### src/rtl/apb_slave_if.sv
// rtl/apb_slave_if.sv - APB bus bundle between one master and one completer.
interface apb_slave_if #(
  parameter int WIDTH = 8
);
  logic             psel;
  logic             penable;
  logic             pwrite;
  logic [WIDTH-1:0] paddr;
  logic [WIDTH-1:0] pwdata;
  logic [WIDTH-1:0] prdata;
  logic             pready;
  logic             pslverr;

  modport master (
    output psel, penable, pwrite, paddr, pwdata,
    input  prdata, pready, pslverr
  );

  modport slave (
    input  psel, penable, pwrite, paddr, pwdata,
    output prdata, pready, pslverr
  );
endinterface

### src/rtl/apb_slave.sv
// rtl/apb_slave.sv - APB completer with a DEPTH-word register file and fixed wait states.
module apb_slave #(
  parameter int WIDTH       = 8,
  parameter int DEPTH       = 16,
  parameter int WAIT_CYCLES = 2
) (
  input  logic          pclk,
  input  logic          presetn,
  apb_slave_if.slave    bus
);
  localparam int               AW      = $clog2(DEPTH);
  localparam logic [3:0]       WAIT_C  = 4'(WAIT_CYCLES);
  localparam logic [WIDTH:0]   DEPTH_C = (WIDTH+1)'(DEPTH);

  typedef enum logic [1:0] {
    S_IDLE   = 2'b00,
    S_ACCESS = 2'b01
  } state_t;

  state_t           state_q, state_d;
  logic [3:0]       cnt_q, cnt_d;
  logic [AW-1:0]    addr_q, addr_d;
  logic [WIDTH-1:0] wdata_q, wdata_d;
  logic             write_q, write_d;
  logic             err_q, err_d;
  logic [WIDTH-1:0] prdata_q, prdata_d;
  logic             mem_we;
  logic             ready;
  logic             setup_err;
  logic [WIDTH-1:0] mem_q [DEPTH];

  // pready comes from registered state only, so the master sees no input-to-output path
  assign ready       = (state_q == S_ACCESS) && (cnt_q == WAIT_C);
  assign setup_err   = ({1'b0, bus.paddr} >= DEPTH_C);
  assign bus.pready  = ready;
  assign bus.pslverr = ready & err_q;
  assign bus.prdata  = prdata_q;

  always_comb begin
    state_d  = state_q;
    cnt_d    = cnt_q;
    addr_d   = addr_q;
    wdata_d  = wdata_q;
    write_d  = write_q;
    err_d    = err_q;
    prdata_d = prdata_q;
    mem_we   = 1'b0;
    case (state_q)
      S_IDLE: begin
        if (bus.psel && !bus.penable) begin
          addr_d  = bus.paddr[AW-1:0];
          wdata_d = bus.pwdata;
          write_d = bus.pwrite;
          err_d   = setup_err;
          cnt_d   = 4'd0;
          state_d = S_ACCESS;
          if (!bus.pwrite) begin
            prdata_d = setup_err ? '0 : mem_q[bus.paddr[AW-1:0]];
          end
        end
      end
      S_ACCESS: begin
        if (!bus.psel) begin
          state_d = S_IDLE;
        end else if (bus.penable) begin
          if (ready) begin
            mem_we  = write_q && !err_q;
            state_d = S_IDLE;
          end else begin
            cnt_d = cnt_q + 4'd1;
          end
        end
      end
      default: state_d = S_IDLE;
    endcase
  end

  always_ff @(posedge pclk or negedge presetn) begin
    if (!presetn) begin
      state_q  <= S_IDLE;
      cnt_q    <= 4'd0;
      addr_q   <= '0;
      wdata_q  <= '0;
      write_q  <= 1'b0;
      err_q    <= 1'b0;
      prdata_q <= '0;
      for (int i = 0; i < DEPTH; i++) begin
        mem_q[i] <= '0;
      end
    end else begin
      state_q  <= state_d;
      cnt_q    <= cnt_d;
      addr_q   <= addr_d;
      wdata_q  <= wdata_d;
      write_q  <= write_d;
      err_q    <= err_d;
      prdata_q <= prdata_d;
      if (mem_we) begin
        mem_q[addr_q] <= wdata_q;
      end
    end
  end
endmodule

### src/flat_wrapper.sv
// flat-port wrapper written by rule: the top's interface ports become plain ports
module apb_slave_flat 
#(
  parameter int WIDTH       = 8,
  parameter int DEPTH       = 16,
  parameter int WAIT_CYCLES = 2
)
  (pclk, presetn, bus_psel, bus_penable, bus_pwrite, bus_paddr, bus_pwdata, bus_prdata, bus_pready, bus_pslverr);
  apb_slave_if #(.WIDTH(WIDTH)) bus_i ();
  input  logic pclk;
  input  logic presetn;
  input wire logic [$bits(bus_i.psel)-1:0] bus_psel;
  input wire logic [$bits(bus_i.penable)-1:0] bus_penable;
  input wire logic [$bits(bus_i.pwrite)-1:0] bus_pwrite;
  input wire logic [$bits(bus_i.paddr)-1:0] bus_paddr;
  input wire logic [$bits(bus_i.pwdata)-1:0] bus_pwdata;
  output wire logic [$bits(bus_i.prdata)-1:0] bus_prdata;
  output wire logic [$bits(bus_i.pready)-1:0] bus_pready;
  output wire logic [$bits(bus_i.pslverr)-1:0] bus_pslverr;
  assign bus_i.psel = bus_psel;
  assign bus_i.penable = bus_penable;
  assign bus_i.pwrite = bus_pwrite;
  assign bus_i.paddr = bus_paddr;
  assign bus_i.pwdata = bus_pwdata;
  assign bus_prdata = bus_i.prdata;
  assign bus_pready = bus_i.pready;
  assign bus_pslverr = bus_i.pslverr;
  apb_slave #(.WIDTH(WIDTH), .DEPTH(DEPTH), .WAIT_CYCLES(WAIT_CYCLES)) u_core (.pclk(pclk), .presetn(presetn), .bus(bus_i));
endmodule
### config.mk
export PLATFORM = sky130hd
export DESIGN_NAME = apb_slave_flat
export DESIGN_NICKNAME = d
export VERILOG_FILES = /design/src/rtl/apb_slave_if.sv /design/src/rtl/apb_slave.sv /design/src/flat_wrapper.sv
export SDC_FILE = /design/constraint.sdc
export NUM_CORES = 1
export LEC_CHECK = 0
export BUFFER_PORTS_ARGS = -buffer_cell sky130_fd_sc_hd__buf_2
export CAP_MARGIN = 10
export CORE_MARGIN = 4
export CORE_UTILIZATION = 45
export DETAILED_ROUTE_END_ITERATION = 10
export HOLD_SLACK_MARGIN = 0.15
export PLACE_DENSITY = 0.64
export SETUP_SLACK_MARGIN = 0.05
export SKIP_LAST_GASP = 1
export SLEW_MARGIN = 5
export SYNTH_ARGS = -nofsm -noshare
export SYNTH_HDL_FRONTEND = slang
export SYNTH_SLANG_ARGS = --single-unit
### constraint.sdc
create_clock -name pclk -period 4.4 [get_ports pclk]
set_clock_uncertainty 0.2 [all_clocks]
set_input_delay 0.88 -clock pclk [delete_from_list [all_inputs] [get_ports pclk]]
set_output_delay 0.88 -clock pclk [all_outputs]
set_load 0.01 [all_outputs]
==> impl_results.md, run 1 <==
- Tcrit/Tclk final: 0.655
- Area leader, netlist: dfrtp_1
- Drt wl/cell: around 21 um
- Hold-fix buffers, CTS: 0
- Max-Slew Margin vs Limit: 0.298
- Area share of the largest cell type after synthesis: 0.552
- Max Clk Rate: about 0.35 GHz
- Count of final hold-check violations: 0
- Most frequent cells in the layout: 156 x mux2_2, 155 x dfrtp_1, 44 x nand2_1
- Die height: 133 um
- Die W: roughly 130 um
- Sum Neg Setup Slack: 0 ps
- R2r endpoint: u_core.mem_q[71]$_DFFE_PN0P_
- Worst Path Class, Setup: flop to output port
- CTS resizes: 0
- Top cells by area, synth: dfrtp_1 55%, mux2_2 25%, mux4_2 10%
- Tightest Pin Transition: between 1000 and 1500 ps
- Postcts setup bufs: 0
- CTS Buf Count: 17
- # setup viols final: 0
- CTS sink cnt: 155
- Number of max-cap violations: 0
- Leakage: approximately 0.004 uW
- Worst r2r src: u_core.cnt_q[0]$_DFFE_PN0P_
- Post-synthesis cell type count: 31
- Number of global-route vias before repair: ~4300
- Initial DRC Count: around 240
- Routed via count: 3997
- Min Tclk post-route: just under 3000 ps
- Clock root cell: clkbuf_16
- Status: complete, no violations
- Synthesized area: roughly 7000 um^2
- Starting Density: 0.460
- Worst EP arrival: approximately 1800 ps
- First-pass GRT wire length: 24300 um
- Skew-Pair Late Insertion Delay: 420 ps
- Cells after synthesis: roughly 470
- YS warnings: 0
- Clock transition at path regs: ~60 ps
- Register bit total from synthesis: 155
- Hold depth: 2
- Worst VDD drop: between 0.2 and 0.3 mV
- Post-DRT Antenna Nets: 0
- CP Max Fanout: 6
- I/O pin total: 31
- # DRC: 0
- R2R depth: 6
- Worst setup SP type: flop
- Req. time, crit path: about 3300 ps
- Antenna violations before repair: 0
- Setup WS post-layout: between 1500 and 2000 ps
- # H-tree levels: 4
- TritonRoute pass-1 iters: 4
- Area delta synth->final: 13.8%
- Std-Cell Rows: 45
- CP endpoint kind: output port
- All-Layer GR Usage: 0.180
- Worst reg2reg setup slack: 1520 ps
- Antenna Cells: 0
- Syn nets: 494
- Area of the core: 15300 um^2
- Vias/cell: 5.54
- CTS tree: done
- Max-slew violation count: 0
- Most common cell after layout, fill and taps aside: mux2_2
- Nets: ~520
- Hold Startpoint: u_core.bus.prdata[7]$_DFFE_PN0P_
- Worst Hold Endpoint: u_core.bus.prdata[7]$_DFFE_PN0P_
- Hold Crit Class: flop to flop
- Share of cells above drive strength 1: 0.512
- Pwr dens: around 410 nW/um^2
- Register area share after synthesis: 0.552
- Largest net degree at the start of global routing: 117
- Power, Total: 3310 uW
- Congestion Overflow GR: 0
- RSZ-0062 raised after global routing: no
- PortBufs: 30
- Clock Path Buffers: 2
- FILL cells: roughly 1300
- Placement Setup Slack: 1310 ps
- Post-DP HPWL: 9370 um
- Final WL: about 15000 um
- Syn Area/Cell: approximately 15 um^2
- Die Area: roughly 18000 um^2
- Final RePlAce weighted congestion: 0.842
area by class of cell:
type	count	area, um^2	area share
clock buffers	21	470	0.0589
inverters	7	26.3	0.00329
repair buffers	35	194	0.0243
clock inverters	10	140	0.0175
well taps	211	264	0.0331
multi-input cells	282	3010	0.377
flip-flops and latches	155	3880	0.486
layer usage:
layer,wire [um],up-vias,global-route usage,share of wire
li1,-,1788,-,-
met1,7070,2111,0.262,0.47
met2,7100,83,0.273,0.47
met3,703,15,0.0445,0.047
met4,151,0,0.0497,0.010
met5,0,-,0,0
synth_stat cells:
library cell,n
nand4bb_1,1
nor2b_1,3
mux2i_1,2
nor4b_2,1
or4b_1,1
nand4_1,1
a22o_1,4
nand3_1,14
nor3_1,1
buf_2,5
o22ai_1,2
nand2_1,44
or3b_2,1
nor4_2,3
a21oi_1,1
o21ai_0,1
dfrtp_1,155
o21a_1,1
o41ai_1,1
ha_1,2
a21bo_2,1
nor3_2,1
nand2b_1,2
or4_1,1
clkbuf_1,22
mux2_2,156
inv_1,7
nor2_1,3
mux4_2,32
nor3b_1,1
and3_1,1
critical path: stages, from the launching register on:
cell	delay, ps
dfrtp_1	400
inv_1	130
ha_1	190
nand4bb_1	320
nor2_1	180
buf_2	150
how the worst max path moves through the flow:
stage / startpoint / end / slack [ps] / depth (start not counted)
6_report: u_core.cnt_q[0]$_DFFE_PN0P_ / bus_pslverr / 1520 / 5
3_3_place_gp: bus_penable / u_core.bus.prdata[3]$_DFFE_PN0P_ / 1350 / 5
5_1_grt: u_core.cnt_q[0]$_DFFE_PN0P_ / u_core.mem_q[71]$_DFFE_PN0P_ / 1290 / 6
4_1_cts: u_core.cnt_q[0]$_DFFE_PN0P_ / u_core.mem_q[71]$_DFFE_PN0P_ / 1470 / 6
2_1_floorplan: bus_paddr[1] / u_core.bus.prdata[0]$_DFFE_PN0P_ / 1720 / 6
3_5_place_dp: bus_penable / u_core.bus.prdata[3]$_DFFE_PN0P_ / 1310 / 5
power breakdown:
part | switching, uW | internal, uW
combinational | 113 | 100
clock | 564 | 934
sequential | 120 | 1480
cell families (layout without fill, tap and decap cells):
group,Yosys count,in the layout,share of synthesized area
fa+ha+maj,2,2,0.00356
buf+inv,34,73,0.0191
compound gates,11,11,0.0119
mux,190,190,0.356
simple gates,79,79,0.0574
flops,155,155,0.552
registers in the layout (all words and copies together), names as in the netlist:
signal             cells
u_core.cnt_q           4
u_core.err_q           1
u_core.bus.prdata      8
u_core.state_q         1
u_core.write_q         1
u_core.mem_q         128
u_core.addr_q          4
u_core.wdata_q         8
per-stage QoR:
| step | cells | instance area, um^2 | hold WS (ps) | util |
|---|---|---|---|---|
| 2_1_floorplan | 471 | 7020 | 265 | - |
| 3_3_place_gp | 690 | 7380 | 276 | 0.483 |
| 3_5_place_dp | 690 | 7380 | 273 | 0.483 |
| 4_1_cts | 721 | 7990 | 289 | 0.523 |
| 5_1_grt | 721 | 7990 | 311 | 0.523 |
| 6_report | 721 | 7990 | 293 | 0.523 |
Power figures use the tool's default switching activity.
==> inputs of run 2 (changes only) <==
Settings changed: PLACE_DENSITY 0.64 to 0.67.
Clock period 4.4 ns to 2.5 ns, I/O delays scaled along.
==> run 2 against run 1 <==
Net effect:
- register-to-register slack got worse by 1400 ps
- die area unchanged
- via count increased by 3.2%
- sequential cell count unchanged
- core utilization increased by 2.2 points
- total power increased by 76%
- first-iteration DRC count decreased by 10%
- sequential share of layout area decreased by 1.9 points
- non-clock buffer count increased by 24
- critical path depth unchanged
- largest cell class unchanged
==> impl_results.md, run 2 (same netlist as run 1, synthesis figures left out) <==
- Max-slew violation count: 0 (unchanged)
- # DRC: 0 (unchanged)
- Worst Hold Endpoint: u_core.addr_q[3]$_DFFE_PN0P_
- # setup viols final: 0 (unchanged)
- Worst path max stage delay: 410 ps (about the same)
- RSZ-0062 raised after global routing: no
- FILL cells: 1235 (-2.0%)
- Antenna violations before repair: 0 (unchanged)
- All-Layer GR Usage: 0.188 (+0.00773)
- Number of global-route vias before repair: 4585 (+7.6%)
- Max-Slew Margin vs Limit: 0.586 (+0.289)
- Post-DP HPWL: 9920 um (+5.9%)
- I/O pin total: 31 (unchanged)
- First-pass GRT wire length: 25500 um (+4.9%)
- DP Cell Count: 704 (+2.0%)
- Worst setup SP type: flop
- Area of the core: 15300 um^2 (unchanged)
- Hold depth: 2 (unchanged)
- Max Clk Rate: roughly 0.42 GHz
- Die Area: 17700 um^2 (unchanged)
- Clock Path Buffers: 2 (unchanged)
- Post-route insts no fill: 746 (+3.5%)
- R2r endpoint: u_core.mem_q[98]$_DFFE_PN0P_
- Worst r2r src: u_core.cnt_q[0]$_DFFE_PN0P_
- Post-DRT Antenna Nets: 0 (unchanged)
- Pwr dens: 700 nW/um^2 (+69%)
- CP max stage cell: dfrtp_1
- Min Tclk post-route: ~2400 ps
- Req. time, crit path: 1800 ps (-1520 ps)
- CP Max Fanout: 6 (unchanged)
- Most frequent cells in the layout: 156 x mux2_2, 155 x dfrtp_1, 32 x mux4_2, 32 x nand2_1, 29 x buf_2
- Setup WS post-layout: 125 ps (-1390 ps)
- Hold_ws: 187 ps (-106 ps)
- Most common cell after layout, fill and taps aside: mux2_2
- Tcrit/Tclk final: 0.950
- TritonRoute pass-1 iters: 4 (unchanged)
- Largest net degree at the start of global routing: 64 (-45%)
- Hold Startpoint: bus_paddr[3]
- CTS Buf Count: 17 (unchanged)
- Area of the multi-input gates: 3100 um^2 (+2.9%)
- Number of max-cap violations: 0 (unchanged)
- Tightest Pin Transition: 621 ps (-433 ps)
- Worst Path Class, Setup: flop to output port
- Skew-Pair Late Insertion Delay: 430 ps (about the same)
- PortBufs: 30 (unchanged)
- Final RePlAce weighted congestion: 0.801 (-4.8%)
- Routed via count: 4126 (+3.2%)
- Clock root cell: clkbuf_16
- Nets: 545 (+4.6%)
- Share of cells above drive strength 1: 0.546 (+0.0340)
- Worst reg2reg setup slack: 130 ps (-1390 ps)
- Leakage: 0.00408 uW (+4.3%)
- Largest reg by FF count: u_core.mem_q
- Drt wl/cell: 20.7 um (-0.78%)
- R2R depth: 8 (+2)
- Sum Neg Setup Slack: 0 ps (unchanged)
- CTS sink cnt: 155 (unchanged)
- Area delta synth->final: 18.4%
- Starting Density: 0.460 (unchanged)
- Initial DRC Count: 219 (-10%)
- Worst VDD drop: 0.533 mV (+90%)
- Hold Crit Class: primary input to flop
- Die height: 133 um (unchanged)
- # H-tree levels: 4 (unchanged)
- Congestion Overflow GR: 0 (unchanged)
- Final WL: 15400 um (+2.7%)
- CTS tree: done
- Clock transition at path regs: 60 ps (about the same)
- Max reg flops: 128 (unchanged)
- Antenna Cells: 0 (unchanged)
- Vias/cell: 5.53 (-0.23%)
- Placement Setup Slack: -170 ps (-1490 ps)
- Std-Cell Rows: 45 (unchanged)
- CP endpoint kind: output port
- Die W: 133 um (unchanged)
- Reg area: 3880 um^2 (unchanged)
- Status: complete, no violations
- CP cell instances: inv_2 -> ha_2 -> nand4bb_4 -> nor2_2 -> buf_2
- Count of final hold-check violations: 0 (unchanged)
- Worst EP arrival: 1680 ps (-120 ps)
run 2: cell count changes in the layout (fill, tap and decap cells not counted), moves of 3 or more:
cell,change
nand2_1,-12
nand2_2,+12
buf_4,+10
dlygate4sd3_1,+9
buf_12,+5
nor4_2,-3
nor4_4,+3
run 2: area by class of cell:
class	instances	area share
flip-flops and latches	155	0.466
clock buffers	22	0.0570
repair buffers	59	0.0552
clock inverters	10	0.0137
well taps	211	0.0317
inverters	7	0.00316
multi-input cells	282	0.373
run 2: repair_timing:
| item | in CTS | in global routing |
|---|---|---|
| gates resized for setup | 14 | 7 |
| setup buffers | 1 | 0 |
| pin swaps | 0 | 2 |
| hold buffers | 9 | 0 |
| endpoints found under the hold margin | 67 | 0 |
| endpoints found under the setup margin | 129 | 94 |
run 2: stage by stage:
stage                     utilization  total power [uW]  area (um^2)
final                           0.545              5820         8320
after CTS                       0.543              5860         8290
after global placement          0.494              3240         7540
after detailed placement        0.494              3260         7540
after floorplan                     -              3050         7020
after global routing            0.545              6050         8320
run 2: routing by layer:
metal,share of wire,track usage,vias to the layer above
li1,-,-,1849
met5,0,0,-
met4,0.013,0.0531,0
met3,0.039,0.0475,19
met1,0.45,0.260,2188
met2,0.50,0.297,70
run 2: report_power, final:
group	internal, uW	switching (uW)	total [uW]
clock network	1550	997	2550
logic	221	236	457
registers	2600	224	2820
total	4370	1460	5820
run 2: worst max path at each step:
stage / to / slack, ps / from / cells past startpoint
finish: bus_pslverr / 120 / u_core.cnt_q[0]$_DFFE_PN0P_ / 5
floorplan: u_core.bus.prdata[0]$_DFFE_PN0P_ / 200 / bus_paddr[1] / 6
global route: bus_pslverr / 10 / u_core.cnt_q[0]$_DFFE_PN0P_ / 5
detailed placement: u_core.mem_q[60]$_DFFE_PN0P_ / -170 / u_core.cnt_q[0]$_DFFE_PN0P_ / 6
global placement: u_core.mem_q[109]$_DFFE_PN0P_ / -70 / u_core.cnt_q[0]$_DFFE_PN0P_ / 7
CTS: u_core.mem_q[127]$_DFFE_PN0P_ / -20 / u_core.cnt_q[0]$_DFFE_PN0P_ / 7
run 2: worst max-delay path: cells and delay by family (launching register included):
kind / cells / cell delay, ps
simple gates: 2 / 380
flops: 1 / 410
buf+inv: 2 / 240
fa+ha+maj: 1 / 210
==> inputs of run 3 (changes only) <==
Settings changed: RECOVER_POWER set to 25.
==> run 3 against run 2 <==
Net effect:
- non-clock buffer count did not move
- register-to-register slack barely moved
- core utilization decreased by 0.12 points
- critical path depth grew 3
- combinational power about the same
- critical path type is now flop to flop
- die area is the same
- sequential power is essentially flat
- worst setup slack worse by 8.5 ps
- fmax is 0.36% lower
==> impl_results.md, run 3 (same netlist as run 1, synthesis figures left out) <==
- Clock Path Buffers: 2 (unchanged)
- Worst EP arrival: 2490 ps (+810 ps)
- Largest net degree at the start of global routing: 64 (unchanged)
- Largest reg by FF count: u_core.mem_q
- Number of max-cap violations: 0 (unchanged)
- Std-Cell Rows: 45 (unchanged)
- Power, Total: 5820 uW (about the same)
- CTS sink cnt: 155 (unchanged)
- Max-Slew Margin vs Limit: 0.0262 (-0.560)
- Post-route insts no fill: 746 (unchanged)
- # DRC: 0 (unchanged)
- Die W: 133 um (unchanged)
- Post-DRT Antenna Nets: 0 (unchanged)
- Max reg flops: 128 (unchanged)
- Tightest Pin Transition: 1460 ps (+840 ps)
- Nets: 545 (unchanged)
- Finished Core Util: 0.544 (-0.00123)
- Req. time, crit path: 2610 ps (+810 ps)
- Status: complete, no violations
- First-pass GRT wire length: 25500 um (unchanged)
- Antenna Cells: 0 (unchanged)
- CTS Buf Count: 17 (unchanged)
- Die Area: 17700 um^2 (unchanged)
- Drt wl/cell: 20.7 um (+0.15%)
- RSZ-0062 raised after global routing: no
- Pwr dens: 702 nW/um^2 (+0.19%)
- Starting Density: 0.460 (unchanged)
- Clock root cell: clkbuf_16
- I/O pin total: 31 (unchanged)
- Vias/cell: 5.58 (+0.92%)
- Min Tclk post-route: 2380 ps (+8.54 ps)
- Post-DP HPWL: 9920 um (unchanged)
- Initial DRC Count: 231 (+5.5%)
- Worst VDD drop: 0.532 mV (about the same)
- Congestion Overflow GR: 0 (unchanged)
- Skew-Pair Late Insertion Delay: 430 ps (about the same)
- Count of final hold-check violations: 0 (unchanged)
- Routed via count: 4164 (+0.92%)
- FILL cells: 1239 (+0.32%)
- Final WL: 15400 um (+0.15%)
- All-Layer GR Usage: 0.188 (unchanged)
- Number of global-route vias before repair: 4585 (unchanged)
- TritonRoute pass-1 iters: 4 (unchanged)
- Worst setup SP type: flop
- Hold Crit Class: primary input to flop
- Antenna violations before repair: 0 (unchanged)
- Tcrit/Tclk final: 0.954 (+0.00342)
- Die height: 133 um (unchanged)
- DP Cell Count: 704 (unchanged)
- Final RePlAce weighted congestion: 0.801 (unchanged)
- Clock transition at path regs: 60 ps (about the same)
- Share of cells above drive strength 1: 0.544 (-0.00187)
- Most frequent cells in the layout: 156 x mux2_2, 155 x dfrtp_1, 32 x mux4_2, 32 x nand2_1, 30 x buf_2
- CP Max Fanout: 8 (+2)
- # setup viols final: 0 (unchanged)
- # H-tree levels: 4 (unchanged)
- PortBufs: 30 (unchanged)
- Sum Neg Setup Slack: 0 ps (unchanged)
- CP endpoint kind: flop
- Max-slew violation count: 0 (unchanged)
- Max Clk Rate: 0.419 GHz (-0.36%)
- Area delta synth->final: 18.2%
- Worst reg2reg setup slack: 120 ps (about the same)
- Leakage: 0.00407 uW (-0.23%)
- Most common cell after layout, fill and taps aside: mux2_2
- Worst Path Class, Setup: flop to flop
- Area of the core: 15300 um^2 (unchanged)
- CTS tree: done
[run 3: changes by cell type in the layout (fill, tap and decap cells not counted), sizes merged]
cell / change
buf: -1
clkbuf: +1
[run 3: stage by stage]
step | setup WS, ps | hold WS, ps | cell area [um^2]
2_1_floorplan | 198 | 4.41 | 7020
3_3_place_gp | -71.3 | 282 | 7540
3_5_place_dp | -170 | 287 | 7540
4_1_cts | -21.7 | 164 | 8290
5_1_grt | 14.1 | 178 | 8300
6_report | 116 | 195 | 8300
[run 3: worst max-delay path, stage by stage, from the launching register on]
cell and delay [ps]:
dfrtp_1 410, inv_2 100, ha_2 210, nand4bb_4 240
nor4b_4 340, buf_4 200, nand3_1 80, buf_4 200
mux2_2 280
[run 3: final timing paths]
check / from / to / cells past startpoint
max in group asynchronous: presetn / u_core.mem_q[19]$_DFFE_PN0P_ / 3
max reg2reg: u_core.cnt_q[0]$_DFFE_PN0P_ / u_core.mem_q[96]$_DFFE_PN0P_ / 8
min: bus_paddr[3] / u_core.addr_q[3]$_DFFE_PN0P_ / 2
min in group asynchronous: presetn / u_core.mem_q[29]$_DFFE_PN0P_ / 2
min reg2reg: u_core.bus.prdata[3]$_DFFE_PN0P_ / u_core.bus.prdata[3]$_DFFE_PN0P_ / 2
max: u_core.cnt_q[0]$_DFFE_PN0P_ / u_core.mem_q[96]$_DFFE_PN0P_ / 8
[run 3: power by group]
group | switching, uW | internal (uW)
clock | 998 | 1550
combinational | 236 | 218
sequential | 223 | 2600
[run 3: timing repair]
action / CTS / global route
buffers inserted: 1 / 0
endpoints found under the setup margin: 129 / 94
cloned: 0 / 0
hold endpoints to repair: 67 / 0
pin swaps: 0 / 2
hold buffers: 9 / 0
gates resized for setup: 14 / 7
[run 3: area by class of cell]
class	instances	area [um^2]	area share
Sequential cell	155	3880	0.467
Clock inverter	10	114	0.0137
Clock buffer	22	474	0.0571
Tap cell	211	264	0.0318
Multi-Input combinational cell	282	3100	0.374
Inverter	7	26.3	0.00317
Timing Repair Buffer	59	440	0.0531
[run 3: routing by layer]
metal / vias up / global-route usage / wire length, um
met3: 19 / 0.0475 / 503
met1: 2232 / 0.260 / 7120
li1: 1848 / - / -
met4: 0 / 0.0531 / 205
met5: - / 0 / 0
met2: 65 / 0.297 / 7620
